File: config.mk
export PLATFORM = sky130hd
export DESIGN_NAME = rx_deser_frame
export DESIGN_NICKNAME = d
export VERILOG_FILES = /design/src/rtl/rx_deser_frame.sv
export SDC_FILE = /design/constraint.sdc
export NUM_CORES = 1
export LEC_CHECK = 0
export CORE_MARGIN = 2
export CORE_UTILIZATION = 55
export CTS_BUF_LIST = sky130_fd_sc_hd__clkbuf_4
export CTS_CLUSTER_DIAMETER = 50
export DETAILED_ROUTE_END_ITERATION = 12
export GPL_TIMING_DRIVEN = 0
export PLACE_DENSITY = 0.81
export SETUP_SLACK_MARGIN = 0.3
export SYNTH_ARGS = -nofsm -noshare
export SYNTH_HDL_FRONTEND = slang
export SYNTH_SLANG_ARGS = --single-unit
export TNS_END_PERCENT = 10
File: constraint.sdc
create_clock -name clk -period 2.9 [get_ports clk]
set_input_delay 0.58 -clock clk [delete_from_list [all_inputs] [get_ports clk]]
set_output_delay 0.58 -clock clk [all_outputs]
set_load 0.02 [all_outputs]
File: src/rtl/rx_deser_frame.sv
// rx_deser_frame
// Serial-to-parallel deserializer for the UART receive path. It sits between
// the bit-timing logic and the receive FIFO or host. Each frame is announced
// by frame_start. It collects 1..MAX_WIDTH data bits on bit_en strobes, either
// LSB- or MSB-first. It can also check a parity bit. The finished word is
// presented on a valid/ready register with overrun detection.
//
// Optional feature macro: RX_DESER_PARITY_EN
//   defined   -> parity bit state and parity check are built in
//   undefined -> no parity state; parity_en/parity_odd are ignored and
//                parity_err is tied 0
//
// Ports:
//   clk, rst      clock and synchronous active-high reset
//   frame_start   one-cycle pulse starting a frame; latches configuration
//   bit_en        sample strobe; serial_in is valid in this cycle
//   serial_in     sampled serial bit
//   data_len      data bits per frame (0 or >MAX_WIDTH means MAX_WIDTH)
//   msb_first     0 = first bit is LSB, 1 = first bit is MSB
//   parity_en     one parity bit follows the data
//   parity_odd    1 = odd parity, 0 = even parity
//   p_data        assembled word, right-justified, unused upper bits 0
//   p_valid       p_data holds an unconsumed word
//   p_ready       consumer accepts the word when p_valid && p_ready
//   parity_err    parity result for the word on p_data
//   busy          a frame is being received
//   overrun       one-cycle pulse: a completed word was dropped
module rx_deser_frame #(
  parameter int MAX_WIDTH = 8,
  parameter int LEN_W     = $clog2(MAX_WIDTH + 1)
) (
  input  logic                 clk,
  input  logic                 rst,
  input  logic                 frame_start,
  input  logic                 bit_en,
  input  logic                 serial_in,
  input  logic [LEN_W-1:0]     data_len,
  input  logic                 msb_first,
  input  logic                 parity_en,
  input  logic                 parity_odd,
  output logic [MAX_WIDTH-1:0] p_data,
  output logic                 p_valid,
  input  logic                 p_ready,
  output logic                 parity_err,
  output logic                 busy,
  output logic                 overrun
);

`ifdef RX_DESER_PARITY_EN
  typedef enum logic [1:0] {ST_IDLE, ST_SHIFT, ST_PARITY} state_t;
`else
  typedef enum logic {ST_IDLE, ST_SHIFT} state_t;
`endif

  state_t               state_q, state_d;
  logic [MAX_WIDTH-1:0] shift_q, shift_d;
  logic [LEN_W-1:0]     cnt_q, cnt_d;
  logic [LEN_W-1:0]     len_q, len_d;
  logic                 msb_q, msb_d;
`ifdef RX_DESER_PARITY_EN
  logic                 par_en_q, par_en_d;
  logic                 par_odd_q, par_odd_d;
`else
  logic                 unused_parity_cfg;
`endif

  logic [MAX_WIDTH-1:0] p_data_q, p_data_d;
  logic                 p_valid_q, p_valid_d;
  logic                 perr_q, perr_d;
  logic                 overrun_q, overrun_d;

  logic [LEN_W-1:0]     len_clamped;
  logic [LEN_W-1:0]     bit_idx;
  logic                 last_bit;
  logic                 complete;
  logic                 start;
  logic                 accept;
  logic [MAX_WIDTH-1:0] word;
  logic                 word_perr;

`ifndef RX_DESER_PARITY_EN
  assign unused_parity_cfg = parity_en ^ parity_odd;
`endif

  // Out-of-range lengths collapse to the full width.
  assign len_clamped = (data_len == '0 || data_len > LEN_W'(MAX_WIDTH))
                       ? LEN_W'(MAX_WIDTH) : data_len;

  // Bits are written straight into their final position, so no shift or
  // bit reversal is needed when the word completes.
  assign bit_idx  = msb_q ? (len_q - cnt_q - LEN_W'(1)) : cnt_q;
  assign last_bit = (cnt_q == len_q - LEN_W'(1));
  assign accept   = p_valid_q && p_ready;

  // Frame FSM: bit collection, completion detection and restart.
  always_comb begin
    state_d   = state_q;
    shift_d   = shift_q;
    cnt_d     = cnt_q;
    len_d     = len_q;
    msb_d     = msb_q;
`ifdef RX_DESER_PARITY_EN
    par_en_d  = par_en_q;
    par_odd_d = par_odd_q;
`endif
    complete  = 1'b0;
    start     = 1'b0;
    word      = shift_q;
    word_perr = 1'b0;

    case (state_q)
      ST_IDLE: begin
        if (frame_start) start = 1'b1;
      end
      ST_SHIFT: begin
        if (bit_en) begin
          for (int i = 0; i < MAX_WIDTH; i++) begin
            if (LEN_W'(i) == bit_idx) shift_d[i] = serial_in;
          end
          cnt_d = cnt_q + LEN_W'(1);
          if (last_bit) begin
`ifdef RX_DESER_PARITY_EN
            if (par_en_q) state_d = ST_PARITY;
            else
`endif
            begin
              complete = 1'b1;
              word     = shift_d;
              state_d  = ST_IDLE;
              cnt_d    = '0;
            end
          end
        end
        if (frame_start) start = 1'b1;
      end
`ifdef RX_DESER_PARITY_EN
      ST_PARITY: begin
        if (bit_en) begin
          // Data bits above len are 0, so the full-word XOR covers only
          // the received data bits.
          complete  = 1'b1;
          word      = shift_q;
          word_perr = serial_in ^ (^shift_q) ^ par_odd_q;
          state_d   = ST_IDLE;
          cnt_d     = '0;
        end
        if (frame_start) start = 1'b1;
      end
`endif
      default: state_d = ST_IDLE;
    endcase

    // A frame_start discards the partial frame and any bit stored this
    // cycle. A word completing on the same edge has already been captured
    // in 'word' above.
    if (start) begin
      state_d   = ST_SHIFT;
      shift_d   = '0;
      cnt_d     = '0;
      len_d     = len_clamped;
      msb_d     = msb_first;
`ifdef RX_DESER_PARITY_EN
      par_en_d  = parity_en;
      par_odd_d = parity_odd;
`endif
    end
  end

  // Output register: load on completion if the slot is free or is being
  // emptied on this edge; otherwise drop the new word and flag overrun.
  always_comb begin
    p_data_d  = p_data_q;
    p_valid_d = p_valid_q;
    perr_d    = perr_q;
    overrun_d = 1'b0;
    if (complete) begin
      if (!p_valid_q || accept) begin
        p_data_d  = word;
        perr_d    = word_perr;
        p_valid_d = 1'b1;
      end else begin
        overrun_d = 1'b1;
      end
    end else if (accept) begin
      p_valid_d = 1'b0;
    end
  end

  always_ff @(posedge clk) begin
    if (rst) begin
      state_q   <= ST_IDLE;
      shift_q   <= '0;
      cnt_q     <= '0;
      len_q     <= '0;
      msb_q     <= 1'b0;
`ifdef RX_DESER_PARITY_EN
      par_en_q  <= 1'b0;
      par_odd_q <= 1'b0;
`endif
      p_data_q  <= '0;
      p_valid_q <= 1'b0;
      perr_q    <= 1'b0;
      overrun_q <= 1'b0;
    end else begin
      state_q   <= state_d;
      shift_q   <= shift_d;
      cnt_q     <= cnt_d;
      len_q     <= len_d;
      msb_q     <= msb_d;
`ifdef RX_DESER_PARITY_EN
      par_en_q  <= par_en_d;
      par_odd_q <= par_odd_d;
`endif
      p_data_q  <= p_data_d;
      p_valid_q <= p_valid_d;
      perr_q    <= perr_d;
      overrun_q <= overrun_d;
    end
  end

  assign p_data     = p_data_q;
  assign p_valid    = p_valid_q;
  assign parity_err = perr_q;
  assign overrun    = overrun_q;
  assign busy       = (state_q != ST_IDLE);

endmodule

======== Word level (Yosys, flattened, before mapping) ========
Cells that the tools add are included.
storage, ports and cells
  logic and storage cells ................. 61
  latch bits .............................. 0
  memories kept ........................... 0
  memory bits (read-only) ................. 0
  output and inout bits ................... 12
  RAM bits ................................ 0
  register bits after elaboration ......... 28
cells by class
  order comparisons ....................... 1
  $mul .................................... 0
  shift operators ......................... 0
  add/subtract/negate cells ............... 4
  mux-type cells .......................... 26
  bitwise logic cells ..................... 1
  equality and inequality tests ........... 9
  reduce and logical (&&, ||, !) cells .... 12
  div/mod/pow operators ................... 0
operator list
  cell                   count
  $mux W8                3
  $mux W1                20
  $eq A3 B4 Y1 const A   4
  $mux W4                3
  $eq A2 B4 Y1 const A   2
  $logic_not A4 Y1       2
  $sub A4 B1 Y4 const B  2
  $reduce_and A2 Y1      3
  $add A4 B1 Y4 const B  1
  $eq A1 B4 Y1 const A   1
  $eq A4 B4 Y1           1
  $gt A4 B4 Y1 const B   1
  $reduce_or A2 Y1       2
  $sub A4 B4 Y4          1
  $logic_or A1 B1 Y1     2
  $ne A2 B1 Y1 const B   1
  $reduce_bool A2 Y1     1
  $logic_and A1 B1 Y1    1
  $logic_not A1 Y1       1
  $not A1 Y1             1

======== Depth between registers and ports, before layout ========
Gate-level depths: netlist of run 1.
  depth after elaboration ................. 8
  gate-level depth with buffers ........... 9
  mapped depth without buffers ............ 9

======== Least setup slack after synthesis of run 1 ========
No wires, ideal clock.
  path kind ............................... register -> register
  from .................................... reg cnt_q[1]
  to ...................................... reg p_data_q[3], in the netlist p_data[3]
  data arrival time ....................... 2,067 ps
  stages on the path, launching flop included .. 10
  path slack .............................. 745 ps
  path buffers ............................ 2
  required time ........................... 2,812 ps
  clock period less this slack ............ 2,155 ps
  path through ............................ dfxtp_1 inv_1 ha_1 nand3_1 and4b_1 or3b_1 buf_2 buf_6 a31o_2 a311oi_2
between the ends
  cells in the longest elaborated chain, start to end .. 8
  elaborated cells between the ends (all ways) .. 13
  classes of those cells .................. 2 x add/sub; 2 x eq/ne; 8 x mux; 1 x reduce/logical
ends and longest elaborated chain
  element                 RTL line  text
  from (decl)             57        logic [LEN_W-1:0] cnt_q, cnt_d;
  from (signal assigned)  207       cnt_q <= cnt_d;
  $sub A4 B4 Y4           91        assign bit_idx = msb_q ? (len_q - cnt_q - LEN_W'(1)) : cnt_q;
  $sub A4 B1 Y4           91
  $mux W4                 91
  $eq A2 B4 Y1            118       if (LEN_W'(i) == bit_idx) shift_d[i] = serial_in;
  $mux W1                 118
  $mux W8                 121       if (last_bit) begin
  $mux W8                 116       if (bit_en) begin
  $mux W8                 111       case (state_q)
  to (signal assigned)    214       p_data_q <= p_data_d;
  to (decl)               67        logic [MAX_WIDTH-1:0] p_data_q, p_data_d;
Several ways; a longest one is shown, not always the timed one.
A chain may end at the register's enable or synchronous reset.

======== Worst setup path after layout of run 1 ========
  from .................................... reg cnt_q[2]
  to ...................................... reg p_data_q[5], in the netlist p_data[5]
between the ends
  cells in the longest elaborated chain, start to end .. 8
  elaborated cells between the ends (all ways) .. 13
  classes of those cells .................. 2 x add/sub; 2 x eq/ne; 8 x mux; 1 x reduce/logical
ends and longest elaborated chain
  element        RTL line
  $sub A4 B4 Y4  91
  $sub A4 B1 Y4  91
  $mux W4        91
  $eq A3 B4 Y1   118
  $mux W1        118
  $mux W8        121
  $mux W8        116
  $mux W8        111
Several ways; a longest one is shown, not always the timed one.

==> results.py, run 1 <==
metrics = {
    "status": {
        "status": "finished clean",
    },
    "route": {
        "viasPerCell": 5.79,
        "wl_per_cell_um": 13.7,
        "ant_nets": 0,
        "dr_total_vias": 1476,
        "drcViolationCount": 0,
        "dr.first_iter.drc_count": 74,
        "routed_wl_um": 3500,
        "dr.pass1.iters": 4,
    },
    "placed_design": {
        "place_ws_ns": 0.424,
        "io_buffers": 19,
        "gp_congestion": 0.833,
        "placed_area_sq_mm": 0.00190,
        "place.detailed.hpwl_um": 2750,
    },
    "clocking": {
        "cts.sinks": 28,
        "cts_buffers": 3,
        "clockBufferDepth": 2,
        "clk_pin_slew_ns": 0.17,
        "postCtsSetupBuffers": 0,
        "cts-resized-gates": 0,
        "hold_buffers": 0,
        "root_buffer": "clkbuf_4",
        "htree_levels": 1,
        "clk_latency_ns": 0.34,
        "tritoncts": "done",
    },
    "sta": {
        "hold_slack_ns": 0.475,
        "tightest_slew_ns": 0.531,
        "fin_crit_sh_pct": 86.3,
        "rsz0062_at_grt": "true",
        "slew_violations": 0,
        "fmax_mhz": 400,
        "setup_violations": 0,
        "setup_tns_ns": 0,
        "slew_headroom_pct": 64.6,
        "hold_viol_final": 0,
        "fin_crit_ns": 2.50,
        "final.setup_skew_ns": 0.0152,
        "setup_slack_ns": 0.397,
    },
    "yosys": {
        "syn_nets": 218,
        "yosys.area.top_type": "dfxtp_1",
        "yosysTopAreaCellShare_pct": 33.5,
        "ys_types": 45,
        "ys_ff_latch": 28,
        "avgSynthCellArea_sq_um": 8.41,
        "yosysWarnings": 0,
        "syn_area_sq_mm": 0.00167,
        "synth_cells": 199,
        "synth.area.top_cells": "dfxtp_1 34%, mux2i_1 6.6%, nand4_1 5.6%, nor2_1 5.2%, nand2_1 4.3%",
        "ys_seq_area_share_pct": 33.5,
    },
    "critical_path": {
        "critical-path-max-stage-delay_ns": 0.47,
        "slowest_stage": "dfxtp_1",
        "setup.worst_path.end_class": "flip-flop",
        "crit_chain": "inv_1 -> ha_1 -> a21oi_1 -> and4b_1 -> or3b_1 -> buf_2 -> clkbuf_1 -> nand4_1 -> a311oi_2",
        "criticalPathCategory": "reg -> reg",
        "required_ns": 3.16,
        "worstSetupStartpointType": "flip-flop",
        "cp_max_fo": 10,
        "crit_arrival_ns": 2.76,
    },
    "layout": {
        "antenna_cells": 0,
        "syn2layout_area_growth_pct": 17.1,
        "final_common_cell": "dfxtp_1",
        "final_cell_mix": "28 x dfxtp_1, 23 x nor2_1, 19 x nand2_1, 19 x clkdlybuf4s50_1",
        "design_area_sq_mm": 0.00196,
        "drive_gt1_share_pct": 12.2,
        "layout.nets": 242,
        "n_fill_cell": 259,
    },
    "floorplanning": {
        "io_pins": 25,
        "dieArea_sq_mm": 0.00350,
        "die_h_um": 59.2,
        "start_util_pct": 56.2,
        "fp-row-count": 20,
        "coreArea_sq_mm": 0.00298,
        "die_x_um": 59.2,
    },
    "global_routing": {
        "grt_pass1_vias": 1341,
        "grt_max_degree": 17,
        "overflow": 0,
        "antenna_found_initial": 0,
        "grt.total_usage_pct": 21.8,
        "grt_first_pass_wirelength_um": 5840,
    },
    "hold_path": {
        "hp-class": "reg -> reg",
    },
    "power": {
        "ir_drop_mv": 0.197,
        "powerDensity_mw_per_mm2": 388,
        "p_leak_nw": 0.717,
    },
    "job": {
        "max_cap_viol_count": 0,
    },
}
==> routing by layer <==
metal | GRT usage [%] | wire [um] | up-vias
met3 | 2.62 | 131 | 6
met1 | 30.5 | 1800 | 673
met2 | 35.2 | 1520 | 41
met5 | 0 | 0 | -
met4 | 6.49 | 44 | 0
li1 | - | - | 756
==> critical path, delay by kind of cell, from the launching register on <==
family,cells,cell delay [ns]
adder cells (fa/ha/maj),1,0.35
AND/OR/NAND/NOR,3,0.54
buffers and inverters,3,0.61
flip-flops,1,0.47
AO/OA/AOI/OAI,2,0.45
==> through the flow <==
step / std cells / util, % / total power [mW]
global route: 255 / 65.8 / 0.791
floorplan: 199 / - / 0.473
detailed placement: 251 / 63.9 / 0.505
finish: 255 / 65.8 / 0.761
CTS: 255 / 65.7 / 0.760
global placement: 251 / 63.9 / 0.502
==> Yosys cell counts, drive strengths merged <==
cell type and instances:
a211oi 1, a21oi 8, a311oi 8, a31o 8
a31oi 1, a32o 1, a32oi 2, and2 2
and3 1, and4 1, and4b 1, buf 6
clkbuf 9, conb 1, dfxtp 28, fa 1
ha 5, inv 15, mux2 1, mux2i 11
nand2 19, nand2b 2, nand3 6, nand3b 1
nand4 15, nor2 25, nor2b 2, nor3 5
nor3b 1, o21ai 1, o21bai 1, o22ai 2
o32a 1, or2 1, or3b 1, xnor2 3
xor2 1, xor3 1
==> where the power goes <==
group          internal [mW]  switching [mW]  total [mW]
logic                 0.0420          0.0609       0.103
registers              0.390         0.00561       0.396
clock network          0.140           0.122       0.262
total                  0.572           0.189       0.761
==> registers in the layout (all words and copies together), names as in the netlist <==
signal,flops
cnt_q,4
p_valid,1
overrun,1
msb_q,1
busy,1
len_q,4
p_data,8
shift_q,8
==> cells by family (layout without fill, tap and decap cells) <==
group / after synthesis / after routing / synth area share, %
AND/OR/NAND/NOR: 83 / 83 / 25.3
AO/OA/AOI/OAI: 34 / 34 / 16.8
buffers and inverters: 30 / 53 / 8.45
flip-flops: 28 / 28 / 33.5
multiplexers: 12 / 12 / 7.26
adder cells (fa/ha/maj): 6 / 6 / 4.94
XOR/XNOR: 5 / 5 / 3.52
other: 1 / 1 / 0.224
==> path summary, 6_finish.rpt <==
path | slack (ns) | startpoint | endpoint | depth (start not counted)
setup / recovery | 0.40 | cnt_q[2] | p_data[5] | 9
hold reg to reg | 0.47 | shift_q[1] | shift_q[1] | 2
hold / removal | 0.47 | shift_q[1] | shift_q[1] | 2
setup reg to reg | 0.40 | cnt_q[2] | p_data[5] | 9
==> area by class of cell <==
cell class	instances	area, sq um	area share (%)
clock buffers	3	22.5	1.15
plain buffers	15	87.6	4.47
multi-input cells	141	971	49.6
clock inverters	1	30.0	1.53
repair buffers	19	190	9.71
well taps	33	41.3	2.11
inverters	15	56.3	2.87
flip-flops and latches	28	561	28.6
Note: power is estimated with default switching activity, not from simulation.
==> inputs of run 2 (changes only) <==
--- a/config.mk
+++ b/config.mk
@@ -11,6 +11,7 @@
 export CTS_CLUSTER_DIAMETER = 50
 export DETAILED_ROUTE_END_ITERATION = 12
 export GPL_TIMING_DRIVEN = 0
+export HOLD_SLACK_MARGIN = 0.08
 export PLACE_DENSITY = 0.81
 export SETUP_SLACK_MARGIN = 0.3
 export SYNTH_ARGS = -nofsm -noshare
==> results of run 2 <==
The final DEF is identical to that of run 1; final timing and power are the same.
